### src/rtl/axivideo_gen.sv
// axivideo_gen: AXI4-Stream video frame source with test patterns and backpressure.
// Define AXIVIDEO_GEN_FRAMEIDX_EN to add the frame-index counter behind pattern 3.
module axivideo_gen #(
  parameter int DATA_WIDTH = 8,
  parameter int FRAME_GAP  = 0
) (
  input  logic                  clk,
  input  logic                  rst_n,
  input  logic                  enable,
  input  logic [15:0]           hsize,
  input  logic [15:0]           vsize,
  input  logic [1:0]            pattern,
  output logic                  m_axis_video_tuser,
  output logic                  m_axis_video_tlast,
  output logic                  m_axis_video_tvalid,
  output logic [DATA_WIDTH-1:0] m_axis_video_tdata,
  input  logic                  m_axis_video_tready,
  output logic                  busy,
  output logic                  frame_done
);
  typedef enum logic [1:0] {IDLE, RUN, GAP} state_e;
  localparam logic [15:0] GAP_LAST = 16'(FRAME_GAP > 0 ? FRAME_GAP - 1 : 0);
  state_e state_q, state_d;
  logic [15:0] x_q, x_d, y_q, y_d, hs_q, hs_d, vs_q, vs_d, gap_q, gap_d, fidx_d;
  logic [1:0] pat_q, pat_d;
  logic tvalid_q, tvalid_d, tuser_q, tuser_d, tlast_q, tlast_d, done_q, busy_q;
  logic [DATA_WIDTH-1:0] tdata_q, tdata_d;
  logic go, acc, eol, fin, load;
  assign go  = enable && hsize != 16'd0 && vsize != 16'd0;
  assign acc = tvalid_q && m_axis_video_tready;
  assign eol = x_q == hs_q - 16'd1;
  assign fin = state_q == RUN && acc && eol && y_q == vs_q - 16'd1;
`ifdef AXIVIDEO_GEN_FRAMEIDX_EN
  localparam bit FIDX_EN = 1'b1;
  logic [15:0] fidx_q;
  assign fidx_d = fidx_q + 16'(fin);
  always_ff @(posedge clk) fidx_q <= !rst_n ? 16'd0 : fidx_d;
`else
  localparam bit FIDX_EN = 1'b0;
  assign fidx_d = 16'd0;
`endif
  function automatic logic [DATA_WIDTH-1:0] pix(input logic [1:0] p, input logic [15:0] px,
                                                input logic [15:0] py, input logic [15:0] fi);
    return p == 2'd1 ? DATA_WIDTH'(py) :
           p == 2'd2 ? {DATA_WIDTH{px[3] ^ py[3]}} :
           (p == 2'd3 && FIDX_EN) ? DATA_WIDTH'(fi) : DATA_WIDTH'(px);
  endfunction
  // Output registers are loaded from the next-state coordinates, so a stalled beat holds naturally.
  always_comb begin
    state_d  = state_q;
    x_d      = x_q;
    y_d      = y_q;
    hs_d     = hs_q;
    vs_d     = vs_q;
    pat_d    = pat_q;
    gap_d    = gap_q;
    tvalid_d = tvalid_q;
    load     = 1'b0;
    if (state_q == IDLE) begin
      load    = go;
      state_d = go ? RUN : IDLE;
    end else if (state_q == RUN) begin
      if (!tvalid_q) tvalid_d = 1'b1;
      else if (fin) begin
        gap_d    = 16'd0;
        load     = FRAME_GAP == 0 && go;
        tvalid_d = load;
        state_d  = FRAME_GAP > 0 ? GAP : go ? RUN : IDLE;
      end else if (acc) begin
        x_d = eol ? 16'd0 : x_q + 16'd1;
        y_d = eol ? y_q + 16'd1 : y_q;
      end
    end else if (gap_q == GAP_LAST) begin
      load     = go;
      tvalid_d = go;
      state_d  = go ? RUN : IDLE;
    end else gap_d = gap_q + 16'd1;
    if (load) begin
      hs_d  = hsize;
      vs_d  = vsize;
      pat_d = pattern;
      x_d   = 16'd0;
      y_d   = 16'd0;
    end
    tuser_d = tvalid_d && x_d == 16'd0 && y_d == 16'd0;
    tlast_d = tvalid_d && x_d == hs_d - 16'd1;
    tdata_d = tvalid_d ? pix(pat_d, x_d, y_d, fidx_d) : '0;
  end
  always_ff @(posedge clk) begin
    if (!rst_n) begin
      state_q  <= IDLE;
      x_q      <= '0;
      y_q      <= '0;
      hs_q     <= '0;
      vs_q     <= '0;
      pat_q    <= '0;
      gap_q    <= '0;
      tvalid_q <= 1'b0;
      tuser_q  <= 1'b0;
      tlast_q  <= 1'b0;
      tdata_q  <= '0;
      busy_q   <= 1'b0;
      done_q   <= 1'b0;
    end else begin
      state_q  <= state_d;
      x_q      <= x_d;
      y_q      <= y_d;
      hs_q     <= hs_d;
      vs_q     <= vs_d;
      pat_q    <= pat_d;
      gap_q    <= gap_d;
      tvalid_q <= tvalid_d;
      tuser_q  <= tuser_d;
      tlast_q  <= tlast_d;
      tdata_q  <= tdata_d;
      busy_q   <= state_d != IDLE;
      done_q   <= fin;
    end
  end
  assign m_axis_video_tvalid = tvalid_q;
  assign m_axis_video_tuser  = tuser_q;
  assign m_axis_video_tlast  = tlast_q;
  assign m_axis_video_tdata  = tdata_q;
  assign busy                = busy_q;
  assign frame_done          = done_q;
endmodule

### config.mk
export PLATFORM = sky130hd
export DESIGN_NAME = axivideo_gen
export DESIGN_NICKNAME = d
export VERILOG_FILES = /design/src/rtl/axivideo_gen.sv
export SDC_FILE = /design/constraint.sdc
export NUM_CORES = 1
export LEC_CHECK = 0
export ABC_AREA = 1
export BUFFER_PORTS_ARGS = -buffer_cell sky130_fd_sc_hd__buf_4
export CAP_MARGIN = 25
export CORE_ASPECT_RATIO = 1.1
export CORE_MARGIN = 8
export CORE_UTILIZATION = 64
export CTS_BUF_LIST = sky130_fd_sc_hd__clkbuf_4
export CTS_CLUSTER_SIZE = 8
export DETAILED_ROUTE_END_ITERATION = 8
export PLACE_DENSITY = 0.84
export SLEW_MARGIN = 20
export SYNTH_ARGS = -nofsm -noshare
export SYNTH_HDL_FRONTEND = slang
export SYNTH_SLANG_ARGS = --single-unit
### constraint.sdc
create_clock -name clk -period 3.6 [get_ports clk]
set_input_delay 0.36 -clock clk [delete_from_list [all_inputs] [get_ports clk]]
set_output_delay 0.36 -clock clk [all_outputs]
set_load 0.02 [all_outputs]
======== Word-level counts from Yosys, hierarchy flattened ========
Index checks and enable logic that the tools add are counted.
word-level totals
  bits in registers ....................... 97
  input bits .............................. 38
cells by class
  add/subtract/negate cells ............... 6
  equality and inequality tests ........... 9
  mux-type cells .......................... 38
  bitwise logic cells ..................... 2
  reductions and logical operators ........ 18
operators by type and width
  kind                                                 number
  2-to-1 mux 16 bit                                    19
  adder 16 x 1 -> 16 bit, second input constant        3
  equality test 16 bit                                 3
  logical NOT 16 bit                                   3
  subtractor 16 x 1 -> 16 bit, second input constant   3
  nonzero test 16 bit                                  2
  2-to-1 mux 8 bit                                     2
  2-to-1 mux 2 bit                                     6
  2-to-1 mux 1 bit                                     11
  logical AND 1 bit                                    9
  inequality test 2 bit, second input constant         3
  equality test 2 x 1 -> 1 bit, second input constant  2
  AND reduction 4 bit                                  1
  equality test 2 bit, second input constant           1
  logical NOT 2 bit                                    1
  AND reduction 2 bit                                  1
  nonzero test 2 bit                                   1
  NOT 1 bit                                            1
  XOR 1 bit                                            1

======== Longest topological paths before layout ========
  word-level depth ........................ 12
  mapped depth ............................ 29
  gate-level depth less buffers ........... 28

======== Least setup slack after synthesis ========
OpenSTA, ideal clock, no wires.
  path kind ............................... flip-flop to flip-flop
  start point ............................. register hs_q[0]
  end point ............................... register tlast_q (netlist: m_axis_video_tlast)
  arrival time ............................ 2,929 ps
  setup slack ............................. 607 ps
  cell stages (with the launch flop) ...... 26
  buffers on the path ..................... 1
  period minus slack after synthesis ...... 2,993 ps
  cells stage by stage .................... dfxtp_1 -> inv_2 -> ha_1 -> or2_2 -> nand2_1 -> nor2_1 -> o21ai_0 -> nor2_1 -> nand3_1 -> nor2_1 -> nand2_1 -> nor2_4 -> nand2_4 -> nand2_8 -> nand2_4 -> buf_6 -> nand2_1 -> nand2_1 -> ha_1 -> nand2_1 -> nor2_2 -> nand3_1 -> xor2_1 -> nor2_1 -> nand3_1 -> nor2_1
between the ends
  word-level cells in the longest chain between the ends .. 12
RTL lines
  what                             RTL line  text
  start: declaration               24        logic [15:0] x_q, x_d, y_q, y_d, hs_q, hs_d, vs_q, vs_d, gap_q, gap_d, fidx_d;
  start signal: assignment         108       hs_q <= hs_d;
  subtractor 16 x 1 -> 16 bit      31        assign eol = x_q == hs_q - 16'd1;
  equality test 16 bit             31
  logical AND 1 bit (2 in series)  32        assign fin = state_q == RUN && acc && eol && y_q == vs_q - 16'd1;
  2-to-1 mux 1 bit                 64        else if (fin) begin
  2-to-1 mux 1 bit                 63        if (!tvalid_q) tvalid_d = 1'b1;
  2-to-1 mux 1 bit                 62        end else if (state_q == RUN) begin
  2-to-1 mux 1 bit                 59        if (state_q == IDLE) begin
  2-to-1 mux 16 bit                78        if (load) begin
  subtractor 16 x 1 -> 16 bit      86        tlast_d = tvalid_d && x_d == hs_d - 16'd1;
  equality test 16 bit             86
  logical AND 1 bit *              86
  end signal: assignment           114       tlast_q <= tlast_d;
  end: declaration                 26        logic tvalid_q, tvalid_d, tuser_q, tuser_d, tlast_q, tlast_d, done_q, busy_q;
Mark *: on every way between the ends. The rest lies on a longest branch, timed or not.
A chain may end at the register's enable or synchronous reset.

======== Final worst setup path ========
  start point ............................. register hs_q[2]
  end point ............................... register tuser_q (netlist: m_axis_video_tuser)
between the ends
  word-level cells in the longest chain between the ends .. 12
RTL lines
  what                                                    RTL line  text
  subtractor 16 x 1 -> 16 bit *                           31
  equality test 16 bit *                                  31
  2-to-1 mux 16 bit or logical AND 1 bit (tied branches)  70, 32
  2-to-1 mux 16 bit or logical AND 1 bit (tied branches)  69, 32
  2-to-1 mux 16 bit or 2-to-1 mux 1 bit (tied branches)   64
  2-to-1 mux 16 bit or 2-to-1 mux 1 bit (tied branches)   63
  2-to-1 mux 16 bit or 2-to-1 mux 1 bit (tied branches)   62
  2-to-1 mux 16 bit or 2-to-1 mux 1 bit (tied branches)   59
  2-to-1 mux 16 bit                                       78
  logical NOT 16 bit                                      85        tuser_d = tvalid_d && x_d == 16'd0 && y_d == 16'd0;
  logical AND 1 bit                                       85
  logical AND 1 bit *                                     85
  end signal: assignment                                  113       tuser_q <= tuser_d;
  end: declaration                                        26
Marks and branches as above.

==> results_dict.tcl <==
set metrics [dict create \
    die_w_um 118.8 \
    die_h_um 129.1 \
    slew_headroom_pct 49.74 \
    clk_pin_slew_worst_paths_ns 0.18 \
    fin_crit_sh_pct 92.67 \
    rows 41 \
    cts_tree "yes" \
    cp_common_cell "nand2_1" \
    fmax_mhz 299.7 \
    clockBufferDepth 2 \
    maxSlewViolCount 0 \
    die_area_mm2 0.01533 \
    firstDrtPassIters 5 \
    status "completed" \
    crit_arrival_ns 3.77 \
    fill_cells 1023 \
    cp_top_family "simple AND/OR/NAND/NOR gates" \
    utilization_pct 73.20 \
    cp_num_buf_inv 3 \
    drc 0 \
    worstSetupEndpointType "register" \
    syn_to_final_growth_pct 12.10 \
    synth_edf_count 0 \
    antenna_found_initial 0 \
    layout.cells.most_common_list "nand2_1, nor2_1, inv_1" \
    grt_pass1_wl_um 35910 \
    holdCritPathClass "in -> reg" \
    grt_overflow 0 \
    diodes 0 \
    final_common_cell "nand2_1" \
    drive_gt1_share_pct 13.20 \
    synth_area_mm2 0.007437 \
    clock_latency_ns 0.49 \
    setup_tns_ns 0 \
    path_cells "inv_2 > nand3_2 > nor2_2 > xor2_1 > nand3_1 > nor2_2 > nand2_1 > nor2_4 > nand2_4 > buf_4 > nand2_1 > nor2_1 > buf_4 > nand2_1 > nand2_1 > nand2_1 > nand2_1 > nor3_1 > nand3b_1 > nor3_2" \
    portBuffers 50 \
    cts_buffers 9 \
    min_period_ns 3.336 \
    grtUsageMet3_pct 7.090 \
    htree_levels 3 \
    drtIter0Drc 998 \
    vias 8333 \
    nNetsFinal 1366 \
    top_usage_layer "met2" \
    met2_usage_pct 43.78 \
    maxCapViolCount 0 \
    critical_path_class "reg -> reg" \
    critPathLaunchType "register" \
    ir_drop_uv 225.4 \
    routed_wl_um 22110 \
    core_area_mm2 0.01139 \
    wl_per_cell_um 14.98 \
    power_w 0.002589 \
    grt_max_degree 54 \
    final_cells 1476 \
    setup-violations-final 0 \
    track_usage_pct 28.50 \
    p_leak_nw 3.990 \
    drtAntennaViolNets 0 \
    synth_nets 1307 \
    hold_buffers 0 \
    crit_fanout 16 \
    vias_per_cell 5.646 \
    ios 51 \
    ys_dominant_reg_cell "dfxtp_1" \
    first_global_vias 7521 \
    yosys_warnings 0 \
    critical_path_required_ns 4.03 \
    slowest_stage "dfxtp_1" \
    routabilityCongestion 0.9833 \
    worstMarginPinSlew_ns 0.7481 \
    dp_hpwl_um 17060 \
    avgSynthCellArea_um2 5.893 \
    start_util_pct 65.30 \
    grtUsageMet1_pct 38.81 \
    synth-seq-area-share_pct 26.11 \
    fin_skew_ns 0.02585 \
    netlist_instances 1262 \
    final_hold_viol_count 0 \
    ys_ff_latch 97 \
    async_reset_ff_share_pct 0 \
    root_buffer "clkbuf_4" \
    slowest_delay_ns 0.39 \
    cts_sinks 97 \
    placed_cells 1451 \
    yosysUniqueCellTypes 46 \
    pwr_density_cell_mw_per_mm2 310.5 \
]
==> power breakdown <==
part	internal [W]	leakage [nW]	switching (W)	total, W
logic	0.000292	3.13	0.000541	0.000832
registers	0.00111	0.791	0.0000494	0.00116
clock network	0.000160	0.0712	0.000434	0.000594
total	0.00156	3.99	0.00102	0.00259
==> flip-flops by register name, indices dropped and copies added, names as in the netlist, 2 cells and up <==
register and count:
y_q 16, x_q 16, vs_q 16, pat_q 2
state_q 2, hs_q 16, m_axis_video_tdata 8, gap_q 16
==> kinds of logic after synthesis <==
family                   Yosys count  share of synthesized area [%]
AO/OA/AOI/OAI                    105                          7.672
flip-flops                        97                          26.11
adder cells (fa/ha/maj)            7                          1.178
multiplexers                       2                         0.3196
AND/OR/NAND/NOR                  832                          50.54
buffers and inverters            181                          9.707
XOR/XNOR                          38                          4.475
==> through the flow <==
stage                     setup WS (ns)  hold WS (ns)  instance area (µm²)
after global routing           -0.01076        0.1125                 8337
after global placement         -0.02144        0.4615                 7993
final                            0.2637        0.1223                 8337
after detailed placement       -0.08342        0.4663                 7993
after floorplan                  0.6072        0.4508                 7437
after CTS                       0.05136        0.1165                 8137
==> worst reg2reg max path, cell delays in order (launching register included) <==
cell      delay, ns
dfxtp_1        0.39
inv_2          0.14
nand3_2        0.18
nor2_2         0.21
xor2_1         0.24
nand3_1        0.12
nor2_2         0.13
nand2_1        0.10
nor2_4         0.13
nand2_4        0.12
buf_4          0.21
nand2_1        0.07
nor2_1         0.04
buf_4          0.19
nand2_1        0.07
nand2_1        0.05
nand2_1        0.20
nand2_1        0.13
nor3_1         0.20
nand3b_1       0.22
nor3_2         0.14
==> synth_stat cells (6+ instances only) <==
library cell	number	area [µm²]
a31oi_1	10	62.56
inv_1	143	536.8
nor2_4	9	101.4
o21ai_0	56	280.3
clkbuf_1	16	60.06
nor4_1	18	112.6
nor2_1	179	671.9
nor3_1	23	115.1
nand4_1	34	212.7
ha_1	7	87.58
nor2_2	15	93.84
xor2_1	25	219.0
dfxtp_1	97	1942
nand3_1	127	635.6
nand3b_1	18	135.1
nand2_1	379	1423
nand2_2	11	68.82
a21oi_1	27	135.1
buf_2	6	30.03
inv_2	7	26.28
xnor2_1	13	113.9
==> path summary, 6_finish.rpt <==
path	from	to	slack (ns)	depth (start not counted)
worst max register to register	hs_q[2]	m_axis_video_tuser	0.26	20
worst min-delay path	vsize[9]	vs_q[9]	0.12	3
worst min register to register	pat_q[0]	pat_q[0]	0.49	2
worst max-delay path	hs_q[2]	m_axis_video_tuser	0.26	20
==> final cells by class <==
cell class	instances	area, µm²	share of cell area, %
clock buffers	9	67.56	0.8104
clock inverters	7	67.56	0.8104
inverters	153	578.1	6.934
multi-input cells	986	4922	59.04
flip-flops and latches	97	1946	23.34
well taps	150	187.7	2.251
repair buffers	74	568.0	6.814
==> what timing repair did <==
item	4_1_cts	5_1_grt
setup buffers	0	7
gates resized for setup	3	29
gates cloned	0	2
hold endpoints to repair	0	0
pin swaps	1	10
setup endpoints to repair	2	11
==> routing by layer <==
metal / part of all wire [%] / up-vias / routed length [µm]
met2: 44 / 423 / 9640
met5: 0 / - / 0
met1: 44 / 3681 / 9672
li1: - / 4180 / -
met4: 2.1 / 0 / 456
met3: 11 / 49 / 2335
No activity file was read; power rests on OpenSTA's default activity.
